File: src/rtl/ddr_pkg.sv
// rtl/ddr_pkg.sv - shared command and violation encodings for the DDR4 timing checker
package ddr_pkg;

    typedef enum logic [3:0] {
        CMD_DES, CMD_NOP, CMD_ACT, CMD_MRS, CMD_REF,
        CMD_PRE, CMD_PREA, CMD_RD, CMD_WR, CMD_ZQ
    } cmd_e;

    typedef enum logic [3:0] {
        V_NONE       = 4'd0,
        V_TRCD       = 4'd1,
        V_TRP        = 4'd2,
        V_TRAS       = 4'd3,
        V_TRRD       = 4'd4,
        V_TCCD       = 4'd5,
        V_TWTR       = 4'd6,
        V_TRTP       = 4'd7,
        V_TWR        = 4'd8,
        V_ACT_OPEN   = 4'd9,
        V_CAS_CLOSED = 4'd10,
        V_TREFI      = 4'd11,
        V_REF_OPEN   = 4'd12
    } viol_e;

    localparam int NUM_CODES = 13;

    // cs_n high is a deselect; act_n low overrides the RAS/CAS/WE pins, which then carry row address.
    function automatic cmd_e decode_cmd(input logic cs_n, input logic act_n,
                                        input logic [2:0] rcw, input logic a10);
        cmd_e c;
        if (cs_n) begin
            c = CMD_DES;
        end else if (!act_n) begin
            c = CMD_ACT;
        end else begin
            case (rcw)
                3'b000:  c = CMD_MRS;
                3'b001:  c = CMD_REF;
                3'b010:  c = a10 ? CMD_PREA : CMD_PRE;
                3'b100:  c = CMD_WR;
                3'b101:  c = CMD_RD;
                3'b110:  c = CMD_ZQ;
                default: c = CMD_NOP;  // 111 is NOP, 011 is reserved and treated alike
            endcase
        end
        return c;
    endfunction

    // A counter of N means the reference event happened N+1 cycles before this command.
    function automatic logic too_soon(input int cnt, input int limit);
        return (cnt + 1) < limit;
    endfunction

endpackage

File: src/rtl/ddr_bank_timer.sv
// rtl/ddr_bank_timer.sv - per-bank open state, elapsed-cycle counters and timing fail flags
module ddr_bank_timer
    import ddr_pkg::*;
#(
    parameter int CNT_W = 8,
    parameter int tRCD  = 9,
    parameter int tRP   = 9,
    parameter int tRAS  = 28,
    parameter int tRTP  = 6,
    parameter int tWR_T = 22
) (
    input  logic clk_i,
    input  logic rst_ni,
    input  logic act_i,
    input  logic pre_i,
    input  logic rd_i,
    input  logic wr_i,
    output logic open_o,
    output logic fail_rcd_o,
    output logic fail_rp_o,
    output logic fail_ras_o,
    output logic fail_rtp_o,
    output logic fail_wr_o
);

    localparam logic [CNT_W-1:0] CNT_MAX = '1;

    logic             open_q, open_d;
    logic [CNT_W-1:0] act_cnt_q, act_cnt_d;
    logic [CNT_W-1:0] pre_cnt_q, pre_cnt_d;
    logic [CNT_W-1:0] rd_cnt_q, rd_cnt_d;
    logic [CNT_W-1:0] wr_cnt_q, wr_cnt_d;
    logic             pre_take;

    function automatic logic [CNT_W-1:0] bump(input logic clr, input logic [CNT_W-1:0] cnt);
        if (clr) return '0;
        return (cnt == CNT_MAX) ? cnt : cnt + 1'b1;
    endfunction

    // Precharging a closed bank is a no-op: it neither closes anything nor restarts tRP.
    assign pre_take = pre_i && open_q;

    // Next bank state and counter values for this command cycle.
    always_comb begin
        open_d = open_q;
        if (act_i) begin
            open_d = 1'b1;
        end else if (pre_take) begin
            open_d = 1'b0;
        end
        act_cnt_d = bump(act_i, act_cnt_q);
        pre_cnt_d = bump(pre_take, pre_cnt_q);
        rd_cnt_d  = bump(rd_i, rd_cnt_q);
        wr_cnt_d  = bump(wr_i, wr_cnt_q);
    end

    // Counters start saturated so the first command after reset never trips a spacing rule.
    always_ff @(posedge clk_i or negedge rst_ni) begin
        if (!rst_ni) begin
            open_q    <= 1'b0;
            act_cnt_q <= CNT_MAX;
            pre_cnt_q <= CNT_MAX;
            rd_cnt_q  <= CNT_MAX;
            wr_cnt_q  <= CNT_MAX;
        end else begin
            open_q    <= open_d;
            act_cnt_q <= act_cnt_d;
            pre_cnt_q <= pre_cnt_d;
            rd_cnt_q  <= rd_cnt_d;
            wr_cnt_q  <= wr_cnt_d;
        end
    end

    assign open_o     = open_q;
    assign fail_rcd_o = too_soon(int'(act_cnt_q), tRCD);
    assign fail_rp_o  = too_soon(int'(pre_cnt_q), tRP);
    // Precharge rules only matter when the precharge actually closes the bank.
    assign fail_ras_o = open_q && too_soon(int'(act_cnt_q), tRAS);
    assign fail_rtp_o = open_q && too_soon(int'(rd_cnt_q), tRTP);
    assign fail_wr_o  = open_q && too_soon(int'(wr_cnt_q), tWR_T);

endmodule

File: config.mk
export PLATFORM = sky130hd
export DESIGN_NAME = ddr_bank_timer
export DESIGN_NICKNAME = d
export VERILOG_FILES = /design/src/rtl/ddr_pkg.sv /design/src/rtl/ddr_bank_timer.sv
export SDC_FILE = /design/constraint.sdc
export NUM_CORES = 1
export LEC_CHECK = 0
export CORE_MARGIN = 2
export CORE_UTILIZATION = 45
export CTS_BUF_LIST = sky130_fd_sc_hd__clkbuf_8
export DETAILED_ROUTE_END_ITERATION = 16
export SLEW_MARGIN = 20
export SYNTH_ARGS = -nofsm -noshare
export SYNTH_HDL_FRONTEND = slang
export SYNTH_SLANG_ARGS = --single-unit
export TNS_END_PERCENT = 1
File: constraint.sdc
create_clock -name clk_i -period 4.2 [get_ports clk_i]
set_input_delay 0.63 -clock clk_i [delete_from_list [all_inputs] [get_ports clk_i]]
set_output_delay 0.63 -clock clk_i [all_outputs]
set_load 0.03 [all_outputs]
==> summary.txt, run 1 <==
Status
  – Status: finished clean

Routing
  – Drc violations: 0
  – DR iter-0 viols: 49
  – Post-DR wirelength/cell: 14.5 um
  – Detail Route Antenna Nets: 0
  – Routed vias/inst: 5.91
  – Routed wire length: 3.90 mm
  – Via Count: 1590
  – DRT Pass-1 Iters: 4

Power and ir drop
  – Clock network power share: 0.383
  – PD cells: 348 mW/mm^2
  – Switch share: 0.243
  – NetSw: 189 uW
  – Int Power: 588 uW
  – Total power draw: 778 uW
  – Worst VDD drop: 169 uV
  – Seq pwr share: 0.484
  – Leakage: 0.000807 uW
  – Comb pwr share: 0.133

Finish
  – Fin area: 0.00224 sq mm
  – Fraction of final layout cells sized beyond drive strength 1: 0.217
  – Final #Nets: 227
  – Area growth from synthesis to layout: 12.0%
  – Inserted Diodes: 0

Synth
  – Post-synthesis net count: 222
  – Synth area leaders: dfstp_2 42%, xnor2_1 6.1%, a21oi_1 5.3%, nor2_1 3.4%, ha_1 3.1%
  – Post-synth cell types: 49
  – Yosys warns: 0
  – Avg Inst Size Synth: 9.46 sq um
  – Prevailing post-synth register cell: dfstp_2
  – Synthesized cell area: 0.00200 sq mm
  – Yosys reg bits: 33
  – Async S/R FF share, synth: 1.00
  – Number of synthesized flops with an enable pin: 0
  – Most common cell in the netlist: dfstp_2
  – Yosys top cell by area: dfstp_2
  – Gate Count Post-Synth: 211
  – Synth top cells by count: 32 x dfstp_2, 21 x a21oi_1, 18 x nor2_1
  – Top cell type's share of synthesized area: 0.421
  – Sequential element share of the synthesized area: 0.434

Place
  – GP Congestion: 0.858
  – DP HPWL: 2.77 mm
  – Placed Area: 0.00212 sq mm
  – Port bufs: 11

CTS
  – Clock Sinks: 33
  – CTS H-tree depth: 2
  – Clk root buf: clkbuf_8
  – Register clock-pin slew on the reported worst setup and hold paths: 0.06 ns
  – Post-CTS Setup Bufs: 0
  – Total CTS buffers: 5
  – Latest clock arrival within the worst-skew pair: 0.28 ns
  – CTS tree: built
  – Clock Tree Buf Depth: 2
  – Post-CTS sizing: 0
  – Cts-stage hold buffer count: 0

Die
  – Initial core utilization: 0.462
  – Die Width: 70.6 um
  – Die height: 70.6 um
  – Top Ports: 12
  – Cell row count: 24
  – Core Area: 0.00432 sq mm
  – Die Area: 0.00499 sq mm

STA
  – Hold WS: 0.506 ns
  – Setup violators final: 0
  – Slew @ Worst Pin: 0.435 ns
  – Unrepaired setup endpoints after global routing: no
  – Crit share post-route: 0.770
  – Tmin final: 3.23 ns
  – Rel. slew slack: 0.706
  – Final clock skew: 0.00229 ns
  – Slew Viols, Final: 0
  – Final hold vios: 0
  – Max Clock Freq: 309 MHz
  – Setup TNS: 0 ns

Critical path
  – Critical path's top delay family: buffers and inverters
  – Cell Chain, Critical Path: ha_1, xnor2_1, nor2b_1, a221o_1, a211oi_2, clkdlybuf4s50_1
  – Critical path class: reg -> out
  – Setup crit start kind: flip-flop
  – Arrival @ worst endpoint: 2.60 ns
  – Bufs and invs on worst path: 1
  – Worst setup EP type: output pin
  – Crit path max-delay cell type: clkdlybuf4s50_1
  – Crit-path max cell delay: 0.69 ns
  – CP required: 3.57 ns
  – Worst-path fanout max: 7

Flow run
  – Max Cap Violations: 0

Global route
  – Largest net degree at the start of global routing: 34
  – GRT Util Overall: 0.171
  – Vias in the first global route: 1592
  – Initial antenna violation count: 0
  – Remaining Overflow, GRT: 0
  – First-pass GRT wire length: 7.00 mm

Min path
  – HP Class: reg -> reg
[cell usage in the layout (no fill, tap or decap), types with 2 or more instances in the layout]
master,netlist,routed
a211oi_1,3,3
a21o_1,2,2
a21oi_1,21,21
a31o_2,2,2
a31oi_1,5,5
and2_1,3,3
and3_1,3,3
and3_4,2,2
and4_1,4,4
and4b_1,3,3
clkbuf_8,0,6
clkdlybuf4s50_1,0,11
dfstp_2,32,32
ha_1,5,5
inv_1,3,4
mux2i_1,4,4
nand2_1,14,14
nand2b_1,2,2
nand3_1,6,6
nand4_1,7,7
nand4b_1,2,2
nor2_1,18,18
nor2b_1,3,3
nor3_1,8,8
nor3b_1,2,2
o211ai_1,2,2
o21ai_0,6,6
o311ai_0,2,2
xnor2_1,14,14
xor2_1,2,2
[flip-flops by register name (all words and copies together), names as in the netlist]
name / cells
wr_cnt_q: 8
pre_cnt_q: 8
rd_cnt_q: 8
open_o: 1
act_cnt_q: 8
[power groups by stage]
stage               logic [uW]  clock network, uW  registers (uW)
CTS                        105                308             376
global placement           101                  0             378
finish                     103                298             376
global route               116                324             380
floorplan                 73.2                  0             372
detailed placement         105                  0             380
[kinds of logic (layout without fill, tap and decap cells)]
family | count (synthesis) | after routing | share of synthesized area
and+or+nand+nor | 83 | 83 | 0.235
buffers and inverters | 17 | 23 | 0.0351
AOI/OAI and AO/OA | 51 | 51 | 0.164
DFF | 33 | 33 | 0.434
xor gates and xnor gates | 16 | 16 | 0.0702
muxes | 5 | 5 | 0.0257
adders and majority gates | 6 | 6 | 0.0363
[metrics by stage]
| step | instances | setup WS (ns) | util |
|---|---|---|---|
| floorplan | 211 | 1.46 | - |
| global placement | 261 | 1.32 | 0.490 |
| global route | 269 | 0.860 | 0.517 |
| finish | 269 | 0.968 | 0.517 |
| CTS | 269 | 0.939 | 0.517 |
| detailed placement | 261 | 1.27 | 0.490 |
[final timing paths]
path                                                from  depth (start not counted)                  endpoint  slack (ns)
max in group asynchronous                         rst_ni                          2  act_cnt_q[0]$_DFFE_PN1P_        3.12
worst min-delay path            pre_cnt_q[1]$_DFFE_PN1P_                          2  pre_cnt_q[1]$_DFFE_PN1P_        0.51
min in group asynchronous                         rst_ni                          2        open_o$_DFFE_PN0P_        0.76
worst max register to register  act_cnt_q[0]$_DFFE_PN1P_                          5  act_cnt_q[0]$_DFFE_PN1P_        2.25
worst min register to register  pre_cnt_q[1]$_DFFE_PN1P_                          2  pre_cnt_q[1]$_DFFE_PN1P_        0.51
worst max-delay path             wr_cnt_q[0]$_DFFE_PN1P_                          6                 fail_wr_o        0.97
[layer usage]
metal	global-route usage	part of all wire
met5	0	0
met1	0.216	0.47
met3	0.0442	0.030
met2	0.290	0.48
met4	0.0524	0.016
[cell type report]
cell class | count | area [sq um]
fillers | 414 | 2090
multi-input cells | 161 | 1060
flip-flops and latches | 33 | 866
repair buffers | 12 | 118
clock buffers | 6 | 82.6
well taps | 52 | 65.1
clock inverters | 2 | 33.8
inverters | 3 | 11.3
[worst reg2reg max path: cells and delay by family, from the launching register on]
family	cells	cell delay (ns)
XOR/XNOR	1	0.21
AND/OR/NAND/NOR	3	0.70
adder cells (fa/ha/maj)	1	0.39
flip-flops	1	0.58
Power figures use the tool's default switching activity.
==> run 2, diff against run 1 <==
Settings changed: PLACE_DENSITY set to 0.66.
Clock period 4.2 ns to 2.68 ns, I/O delays scaled along.
==> run 2 against run 1 <==
Core utilization is 0.35 points higher. Cell area is 0.67% higher. Global-route usage is 0.25 points lower. Total power is 45% higher. Critical endpoint is now fail_rtp_o. Highest routed layer unchanged.
==> summary.txt, run 2 (synthesized netlist as in run 1, its figures left out) <==
Status
  – Status: finished clean

CTS
  – Latest clock arrival within the worst-skew pair: 0.30 ns (+0.02 ns)
  – Post-CTS Setup Bufs: 0 (unchanged)
  – Clock Sinks: 33 (unchanged)
  – Clk root buf: clkbuf_8
  – Total CTS buffers: 5 (unchanged)
  – Cts-stage hold buffer count: 0 (unchanged)
  – CTS H-tree depth: 2 (unchanged)
  – CTS tree: built
  – Clock Tree Buf Depth: 2 (unchanged)
  – Register clock-pin slew on the reported worst setup and hold paths: 0.07 ns (about the same)

STA
  – Final hold vios: 0 (unchanged)
  – Slew Viols, Final: 0 (unchanged)
  – Final clock skew: 0.00762 ns (+0.00533 ns)
  – Setup TNS: 0 ns (unchanged)
  – Max Clock Freq: 401 MHz
  – Tmin final: 2.50 ns
  – Slew @ Worst Pin: 0.382 ns (-0.0530 ns)
  – Setup violators final: 0 (unchanged)
  – Unrepaired setup endpoints after global routing: no
  – Rel. slew slack: 0.742 (+0.0358)
  – Crit share post-route: 0.931

Min path
  – HP Class: in -> async

Global route
  – Initial antenna violation count: 0 (unchanged)
  – Remaining Overflow, GRT: 0 (unchanged)
  – First-pass GRT wire length: 6.67 mm (-4.6%)
  – GRT Util Overall: 0.169 (-0.00247)
  – Largest net degree at the start of global routing: 34 (unchanged)
  – Vias in the first global route: 1435 (-9.9%)

Critical path
  – Worst setup EP type: output pin
  – Setup crit start kind: flip-flop
  – Worst R2R Start: act_cnt_q[0]$_DFFE_PN1P_
  – Arrival @ worst endpoint: 2.09 ns (-0.51 ns)
  – Worst-path fanout max: 3 (-4)
  – Worst r2r path cells: 6 (+1)
  – Worst reg2reg setup slack: 0.72 ns (-1.53 ns)
  – Critical Path Source: rd_cnt_q[0]$_DFFE_PN1P_
  – CP required: 2.28 ns (-1.29 ns)
  – Capturing point of the worst reg2reg path: act_cnt_q[0]$_DFFE_PN1P_
  – Critical path class: reg -> out

Place
  – DP HPWL: 2.64 mm (-4.7%)
  – Placed cell count: 269 (+3.1%)
  – Placed Area: 0.00218 sq mm (+2.7%)
  – GP Congestion: 0.805 (-6.2%)
  – Port bufs: 11 (unchanged)

Power and ir drop
  – Worst VDD drop: 220 uV (+31%)
  – Leakage: 0.000827 uW (+2.4%)
  – NetSw: 323 uW (+70%)
  – PD cells: 500 mW/mm^2 (+44%)
  – Switch share: 0.286 (+0.0431)
  – Comb pwr share: 0.151 (+0.018)
  – Int Power: 803 uW (+37%)
  – Seq pwr share: 0.517 (+0.033)
  – Clock network power share: 0.332 (-0.051)

Die
  – Cell row count: 24 (unchanged)
  – Die Area: 0.00499 sq mm (unchanged)
  – Core Area: 0.00432 sq mm (unchanged)
  – Die height: 70.6 um (unchanged)
  – Die Width: 70.6 um (unchanged)
  – Initial core utilization: 0.462 (unchanged)
  – Top Ports: 12 (unchanged)

Finish
  – Area growth from synthesis to layout: 12.8%
  – Most common cell after layout, fill and taps aside: dfstp_2
  – Inserted Diodes: 0 (unchanged)
  – Fin cells: 277 (+3.0%)
  – Final #Nets: 235 (+3.5%)
  – Most frequent cells in the layout: 32 x dfstp_2, 21 x a21oi_1, 18 x nor2_1
  – Fillers: 409 (-1.2%)
  – Fraction of final layout cells sized beyond drive strength 1: 0.262 (+0.0456)
  – Fin area: 0.00225 sq mm (+0.67%)

Routing
  – Drc violations: 0 (unchanged)
  – Via Count: 1536 (-3.4%)
  – DR iter-0 viols: 107 (+120%)
  – Routed vias/inst: 5.55 (-6.2%)
  – Routed wire length: 3.70 mm (-5.1%)
  – Post-DR wirelength/cell: 13.4 um (-7.8%)
  – Detail Route Antenna Nets: 0 (unchanged)
  – DRT Pass-1 Iters: 4 (unchanged)

Flow run
  – Max Cap Violations: 0 (unchanged)
run 2: critical path, cell delays in order (launching register included):
cell and delay [ns]:
dfstp_2 0.56, ha_1 0.25, maj3_1 0.35, o22ai_1 0.15
nand4_1 0.11, a211oi_1 0.19, buf_4 0.20
run 2: stage by stage:
step / util / total power [uW] / worst slack, ns / hold WS [ns]
after floorplan: - / 698 / 0.169 / 0.106
after global placement: 0.504 / 763 / 0.128 / 0.492
after detailed placement: 0.504 / 767 / 0.0961 / 0.498
after CTS: 0.523 / 1140 / 0.0554 / 0.508
after global routing: 0.521 / 1190 / 0.0583 / 0.530
final: 0.521 / 1130 / 0.184 / 0.504
run 2: power groups by stage:
| stage | Sequential [uW] | Combinational [uW] | Clock [uW] |
|---|---|---|---|
| final | 582 | 170 | 374 |
| after global routing | 589 | 191 | 409 |
| after CTS | 582 | 173 | 386 |
| after detailed placement | 590 | 177 | 0 |
| after global placement | 589 | 175 | 0 |
| after floorplan | 583 | 115 | 0 |
run 2: how the worst max path moves through the flow:
stage	end	slack, ns	depth (start not counted)
floorplan	fail_rtp_o	0.17	5
global placement	fail_wr_o	0.13	6
detailed placement	fail_wr_o	0.1	6
CTS	fail_wr_o	0.06	6
global route	fail_rcd_o	0.06	5
finish	fail_rtp_o	0.18	6
run 2: repair_timing:
item / in CTS / in global routing
gates resized for setup: 4 / 5
setup endpoints to repair: 4 / 2
pin swaps: 0 / 0
endpoints found under the hold margin: 0 / 0
run 2: layout make-up:
cell class	count	area (sq um)	area share
clock buffer	5	68.8	0.0306
clock inverter	3	17.5	0.00778
inverter	3	11.3	0.00500
multi-input combinational	161	1060	0.471
sequential	33	866	0.384
tap	52	65.1	0.0289
timing repair buffer	20	163	0.0722
run 2: layer usage:
metal	vias up	track usage	wire length, um
met4	0	0.0629	59
met2	16	0.258	1660
li1	806	-	-
met1	708	0.228	1850
met3	6	0.0513	131
met5	-	0	0
==> run 3, diff against run 2 <==
Settings changed: PLACE_DENSITY 0.66 to 0.7.
==> run 3 against run 2 <==
Register-to-register slack better by 0.05 ns. Cell area is 0.61% lower. Critical endpoint is now fail_rp_o. Hold slack better by 0.0060 ns. Die area stayed put. Worst setup slack worse by 0.078 ns. Highest routed layer unchanged.
==> summary.txt, run 3 (synthesized netlist as in run 1, its figures left out) <==
Finish
  – Most frequent cells in the layout: 32 x dfstp_2, 21 x a21oi_1, 18 x nor2_1
  – Inserted Diodes: 0 (unchanged)
  – Fin cells: 275 (-0.72%)
  – Fillers: 416 (+1.7%)
  – Area growth from synthesis to layout: 12.1%
  – Register Area: 866 sq um (unchanged)
  – Fin area: 0.00224 sq mm (-0.61%)
  – Final #Nets: 233 (-0.85%)
  – Area taken by multi-input logic gates: 0.00106 sq mm (unchanged)
  – Most common cell after layout, fill and taps aside: dfstp_2
  – Fraction of final layout cells sized beyond drive strength 1: 0.247 (-0.0156)

Power and ir drop
  – PD cells: 498 mW/mm^2 (-0.35%)
  – Worst VDD drop: 319 uV (+45%)
  – Leakage: 0.000824 uW (-0.32%)

Routing
  – DRT Pass-1 Iters: 5 (+1)
  – Detail Route Antenna Nets: 0 (unchanged)
  – Routed vias/inst: 5.67 (+2.2%)
  – Post-DR wirelength/cell: 13.4 um (+0.70%)
  – DR iter-0 viols: 127 (+19%)
  – Routed wire length: 3.70 mm (about the same)
  – Via Count: 1558 (+1.4%)
  – Drc violations: 0 (unchanged)

Critical path
  – Worst R2R Start: act_cnt_q[0]$_DFFE_PN1P_
  – Worst reg2reg setup slack: 0.77 ns (+0.05 ns)
  – Capturing point of the worst reg2reg path: act_cnt_q[0]$_DFFE_PN1P_
  – Worst r2r path cells: 5 (-1)
  – Worst-path fanout max: 6 (+3)
  – Worst setup EP type: output pin
  – Critical path class: reg -> out
  – Arrival @ worst endpoint: 2.17 ns (+0.08 ns)
  – Setup crit start kind: flip-flop
  – CP required: 2.28 ns (about the same)

STA
  – Tmin final: 2.57 ns (+0.0780 ns)
  – Setup violators final: 0 (unchanged)
  – Slew Viols, Final: 0 (unchanged)
  – Slew @ Worst Pin: 0.413 ns (+0.0304 ns)
  – Final clock skew: 0.00931 ns (+0.00169 ns)
  – Rel. slew slack: 0.721 (-0.0205)
  – Max Clock Freq: 389 MHz (-3.0%)
  – Crit share post-route: 0.960 (+0.0291)
  – Unrepaired setup endpoints after global routing: no
  – Final hold vios: 0 (unchanged)
  – Setup TNS: 0 ns (unchanged)

CTS
  – CTS tree: built
  – Register clock-pin slew on the reported worst setup and hold paths: 0.07 ns (about the same)
  – Clock Tree Buf Depth: 2 (unchanged)
  – Latest clock arrival within the worst-skew pair: 0.29 ns (about the same)
  – Total CTS buffers: 5 (unchanged)
  – Clock Sinks: 33 (unchanged)
  – Clk root buf: clkbuf_8
  – CTS H-tree depth: 2 (unchanged)

Place
  – GP Congestion: 0.851 (+5.7%)
  – Placed cell count: 267 (-0.74%)
  – Placed Area: 0.00216 sq mm (-0.69%)
  – Port bufs: 11 (unchanged)
  – DP HPWL: 2.52 mm (-4.5%)

Flow run
  – Max Cap Violations: 0 (unchanged)

Status
  – Status: finished clean

Die
  – Die Area: 0.00499 sq mm (unchanged)
  – Cell row count: 24 (unchanged)
  – Top Ports: 12 (unchanged)
  – Die height: 70.6 um (unchanged)
  – Initial core utilization: 0.462 (unchanged)
  – Die Width: 70.6 um (unchanged)
  – Core Area: 0.00432 sq mm (unchanged)

Global route
  – Largest net degree at the start of global routing: 34 (unchanged)
  – GRT Util Overall: 0.167 (-0.00206)
  – First-pass GRT wire length: 6.71 mm (+0.51%)
  – Remaining Overflow, GRT: 0 (unchanged)
  – Vias in the first global route: 1468 (+2.3%)
  – Initial antenna violation count: 0 (unchanged)

Min path
  – HP Class: in -> async
==> run 3: worst max-delay path: stages, from the launching register on <==
cell and delay [ns]:
dfstp_2 0.39, ha_1 0.19, and3_4 0.16, and3_4 0.18, or3_1 0.30, a222oi_1 0.24, dlygate4sd1_1 0.42
==> run 3: area by class of cell <==
cell class	instances	area share
clock buffers	5	0.0307
clock inverters	3	0.00615
inverters	3	0.00503
multi-input cells	161	0.474
flip-flops and latches	33	0.387
well taps	52	0.0291
repair buffers	18	0.0682
==> run 3: per-layer routing <==
layer | vias up | GRT usage | routed length (um)
li1 | 802 | - | -
met1 | 726 | 0.235 | 1850
met2 | 26 | 0.255 | 1660
met3 | 4 | 0.0427 | 144
met4 | 0 | 0.0503 | 40
met5 | - | 0 | 0
==> run 3: stage by stage <==
stage	hold WS, ns	utilization	worst slack, ns	total power (uW)
2_1_floorplan	0.106	-	0.169	698
3_3_place_gp	0.493	0.500	0.123	758
3_5_place_dp	0.500	0.500	0.0952	764
4_1_cts	0.511	0.518	0.0742	1130
5_1_grt	0.550	0.518	0.00158	1180
6_report	0.510	0.518	0.106	1120
==> run 3: worst max-delay path by stage <==
stage                        startpoint         end  slack, ns  cells past startpoint
2_1_floorplan   rd_cnt_q[0]$_DFFE_PN1P_  fail_rtp_o       0.17                      5
3_3_place_gp   pre_cnt_q[1]$_DFFE_PN1P_   fail_rp_o       0.12                      6
3_5_place_dp   pre_cnt_q[1]$_DFFE_PN1P_   fail_rp_o        0.1                      6
4_1_cts        pre_cnt_q[1]$_DFFE_PN1P_   fail_rp_o       0.07                      6
5_1_grt        pre_cnt_q[1]$_DFFE_PN1P_   fail_rp_o      0.002                      6
6_report       pre_cnt_q[1]$_DFFE_PN1P_   fail_rp_o       0.11                      6
==> run 3: what timing repair did <==
action,in CTS,in global routing
endpoints found under the hold margin,0,0
hold buffers,0,0
setup endpoints to repair,4,3
resized for setup,4,5
buffers inserted,0,0
==> run 3: report_power, final <==
part	leakage (uW)	switching, uW	internal [uW]
registers	0.000342	37.2	548
logic	0.000433	90.1	75.5
clock network	0.0000491	188	176
==> RTL edit 1 (config.mk and constraints of run 2) <==
Add an input register stage for `act_i`, `pre_i`, `rd_i` and `wr_i`, cleared by the reset; this delays them by one clock.
--- a/src/rtl/ddr_bank_timer.sv
+++ b/src/rtl/ddr_bank_timer.sv
@@ -26,4 +26,23 @@
     localparam logic [CNT_W-1:0] CNT_MAX = '1;
 
+    logic act_q;
+    logic pre_q;
+    logic rd_q;
+    logic wr_q;
+
+    always_ff @(posedge clk_i or negedge rst_ni) begin
+        if (!rst_ni) begin
+            act_q <= '0;
+            pre_q <= '0;
+            rd_q  <= '0;
+            wr_q  <= '0;
+        end else begin
+            act_q <= act_i;
+            pre_q <= pre_i;
+            rd_q  <= rd_i;
+            wr_q  <= wr_i;
+        end
+    end
+
     logic             open_q, open_d;
     logic [CNT_W-1:0] act_cnt_q, act_cnt_d;
@@ -39,18 +58,18 @@
 
     // Precharging a closed bank is a no-op: it neither closes anything nor restarts tRP.
-    assign pre_take = pre_i && open_q;
+    assign pre_take = pre_q && open_q;
 
     // Next bank state and counter values for this command cycle.
     always_comb begin
         open_d = open_q;
-        if (act_i) begin
+        if (act_q) begin
             open_d = 1'b1;
         end else if (pre_take) begin
             open_d = 1'b0;
         end
-        act_cnt_d = bump(act_i, act_cnt_q);
+        act_cnt_d = bump(act_q, act_cnt_q);
         pre_cnt_d = bump(pre_take, pre_cnt_q);
-        rd_cnt_d  = bump(rd_i, rd_cnt_q);
-        wr_cnt_d  = bump(wr_i, wr_cnt_q);
+        rd_cnt_d  = bump(rd_q, rd_cnt_q);
+        wr_cnt_d  = bump(wr_q, wr_cnt_q);
     end
 
Check against the original RTL: not equivalent (a bounded check fails within 4 cycles, from zero or initial values and one cycle with rst_ni low).
==> RTL edit 1 against run 2 <==
Cell area grew 2.1%; routed wire length shrank 0.27%; global-route usage shrank 0.99 points; combinational power shrank 4%; area after synthesis grew 3.8%; sequential cell count grew 4; power grew 7.7%; setup slack lost 0.085 ns; largest cell class unchanged.
==> RTL edit 1: results <==
set metrics [dict create \
    critical-path-max-stage-delay_ns 0.59 \
    fillers 399 \
    first_iter_violations 76 \
    hpwl_mm 2.50 \
    grt_usage_pct 15.9 \
    synth.area.top_cells "dfstp_2 41%, dfrtp_1 6.0%, a21oi_1 5.1%" \
    seq_area_frac_synth_pct 46.6 \
    yosys-top-cells-count "32 x dfstp_2, 21 x a21oi_1, 18 x nor2_1" \
    synthCells 212 \
    grt_max_degree 38 \
    viasPerCell 5.74 \
    clk_latency_ns 0.28 \
    grt_pass1_wl_mm 6.47 \
    worstPathArrival_ns 2.18 \
    leakage_uw 0.000905 \
    totalWireLength_mm 3.69 \
    dpl_worst_slack_ns 0.158 \
    use_met3_pct 4.22 \
    nets 232 \
    synth_cell_type_count 44 \
    grt_pass1_vias 1438 \
    worstMarginPinSlew_ns 0.775 \
    critPathMaxFanout 6 \
    place_inst 266 \
    status "complete, no violations" \
    routabilityCongestion 0.846 \
    syn-num-nets 223 \
    vias 1573 \
    ir_drop_mv 0.302 \
]
RTL edit 1: cell count changes after synthesis, sizes merged, moves of 3 or more:
| cell | change |
|---|---|
| nor2b | -3 |
| o22a | +3 |
| dfrtp | +4 |
| nand3 | +4 |
| nand2 | -4 |
| clkbuf | -3 |
| mux2i | +4 |
| inv | +3 |
RTL edit 1: what timing repair did:
| item | 4_1_cts | 5_1_grt |
|---|---|---|
| resized for setup | 4 | 1 |
| cloned | 0 | 0 |
| endpoints found under the setup margin | 4 | 1 |
RTL edit 1: report_power, final:
part / leakage (uW) / switching, uW / internal, uW
logic: 0.000463 / 86.5 / 77.8
registers: 0.000389 / 53.8 / 612
clock network: 0.0000538 / 180 / 202
RTL edit 1: worst paths after layout:
kind	start	end	slack (ns)	depth (start not counted)
max	pre_cnt_q[0]	fail_rp_o	0.1	5
min	rst_ni	pre_q	0.21	1
max reg2reg	act_cnt_q[0]	act_cnt_q[0]	0.81	5
min reg2reg	pre_q	open_o	0.48	1
max in group asynchronous	rst_ni	act_q	1.99	1
min in group clk_i	pre_q	open_o	0.48	1
RTL edit 1: cell families after synthesis:
group                      Yosys count  synth area share, %
and+or+nand+nor                     82                 22.4
AOI/OAI and AO/OA                   47                 14.1
DFF                                 37                 46.6
buffers and inverters               17                 3.26
xor gates and xnor gates            16                 6.76
muxes                                8                 3.86
adders and majority gates            5                 3.02
RTL edit 1: worst register-to-register path, cell delays in order (launching register included):
cell and delay, ns:
dfstp_2 0.59, ha_1 0.32, and4_1 0.26, nand4_1 0.31, xnor2_1 0.25, nor2_1 0.06
RTL edit 1: final cells by class:
cell class                 count  area share, %
multi-input combinational    158           45.3
timing repair buffer          13           4.90
clock inverter                 2          0.327
tap                           52           2.83
clock buffer                   6           3.59
inverter                       6          0.980
sequential                    37           42.0
==> RTL edit 2 (config.mk and constraints of run 2) <==
Without the edit above. The parameter `CNT_W` goes from 8 to 12.
--- a/src/rtl/ddr_bank_timer.sv
+++ b/src/rtl/ddr_bank_timer.sv
@@ -3,5 +3,5 @@
     import ddr_pkg::*;
 #(
-    parameter int CNT_W = 8,
+    parameter int CNT_W = 12,
     parameter int tRCD  = 9,
     parameter int tRP   = 9,
Formal check against the unedited RTL: same outputs for any inputs over 10 cycles, from zero or initial values and one cycle with rst_ni low; that may be too few to reach the edited logic, so the function may still have changed.
==> RTL edit 2 against run 2 <==
Clock skew grew 0.0028 ns; maximum frequency decreased by 4.2%; routed wire length grew 62%; area after synthesis is 51% higher; setup slack worse by 0.11 ns; cell area rose by 54%; power increased by 47%; clock power grew 69%; sequential cell count increased by 16; critical endpoint is now fail_wr_o.
==> RTL edit 2: results <==
set metrics [dict create \
    status "complete, no violations" \
    yosys.area_share.adder_pct 2.41 \
    seq_area_frac_synth_pct 42.8 \
    antenna_cells 0 \
    crit_family "flip-flops" \
    async_flop_share_pct 100 \
    hpwl_mm 4.08 \
    ys.flop_type "dfstp_2" \
    critPathMaxFanout 6 \
    cts_max_path_buffers 2 \
    routabilityCongestion 0.875 \
    p_int_uw 1260 \
    firstDrtPassIters 4 \
    ctsResizeCount 18 \
    synth_cell_type_count 51 \
    hold_slack_ns 0.103 \
    cts-root-buf "clkbuf_8" \
    grt_max_degree 27 \
    first_iter_violations 62 \
    cts_max_level 2 \
    yosys_warnings 0 \
    hold_viol_final 0 \
    ir_drop_mv 0.243 \
    synthMuxAreaShare_pct 2.71 \
    antenna_found_initial 0 \
    worstPathArrival_ns 2.20 \
    drive_gt1_share_pct 32.0 \
    grt_pass1_vias 2224 \
    yosys.area_share.xor_xnor_pct 8.45 \
    rrSetupSlack_ns 0.69 \
    hold_class "primary input to async pin" \
    clk_latency_ns 0.30 \
    nets 348 \
    crit_slowest_cell "dfstp_2" \
    critical-path-max-stage-delay_ns 0.60 \
    vias 2371 \
    synth.area.top_cells "dfstp_2 42%, a21oi_1 6.3%, xnor2_1 5.8%" \
    numPortBuffers 11 \
    postCtsSetupBuffers 2 \
    cts_made_buffers 5 \
    yosys-top-cells-count "48 x dfstp_2, 38 x a21oi_1, 31 x nor2_1" \
    path_clk_slew_ns 0.09 \
    grt_pass1_wl_mm 10.4 \
    synth_compound_area_share_pct 15.4 \
    slew_headroom_pct 61.1 \
    avgRoutedWirePerCell_um 14.5 \
    syn-num-nets 334 \
    leakage_uw 0.00125 \
    clock-skew-final_ns 0.0104 \
    worst_r2r_path_depth 6 \
    grt_usage_pct 17.3 \
]
## RTL edit 2: worst paths after layout
path / startpoint / endpoint
worst max register to register: act_cnt_q[0] / act_cnt_q[1]
worst max-delay path: wr_cnt_q[0] / fail_wr_o
worst min register to register: rd_cnt_q[11] / rd_cnt_q[10]
min in group clk_i: rd_cnt_q[11] / rd_cnt_q[10]
max in group asynchronous: rst_ni / act_cnt_q[6]
worst min-delay path: rst_ni / open_o
## RTL edit 2: routing by layer
| layer | share of wire [%] | global-route usage [%] | wire length [um] |
|---|---|---|---|
| met2 | 49 | 27.7 | 2970 |
| met1 | 48 | 24.5 | 2870 |
| met5 | 0 | 0 | 0 |
| met3 | 1.4 | 2.41 | 85 |
| met4 | 1.3 | 5.19 | 81 |
## RTL edit 2: area by class of cell
type	instances	area [um2]
Fill cell	578	2960
Inverter	3	11.3
Clock inverter	3	68.8
Tap cell	77	96.3
Timing Repair Buffer	26	203
Sequential cell	49	1290
Clock buffer	5	68.8
Multi-Input combinational cell	252	1720
## RTL edit 2: power by group through the flow
stage               clock [uW]  sequential [uW]  combinational (uW)
CTS                        657              825                 188
global route               680              838                 216
global placement             0              832                 173
detailed placement           0              834                 176
finish                     632              830                 194
floorplan                    0              828                 116
## RTL edit 2: per-stage QoR
step | TNS (ns) | power, uW | std cells | setup WS (ns) | area, um2
after global routing | -0.119 | 1730 | 415 | -0.0691 | 3460
final | 0 | 1660 | 415 | 0.0744 | 3460
after floorplan | -0.167 | 943 | 323 | -0.167 | 3010
after global placement | 0 | 1010 | 402 | 0.102 | 3190
after CTS | -0.0203 | 1670 | 412 | -0.0203 | 3390
after detailed placement | 0 | 1010 | 402 | 0.0591 | 3190
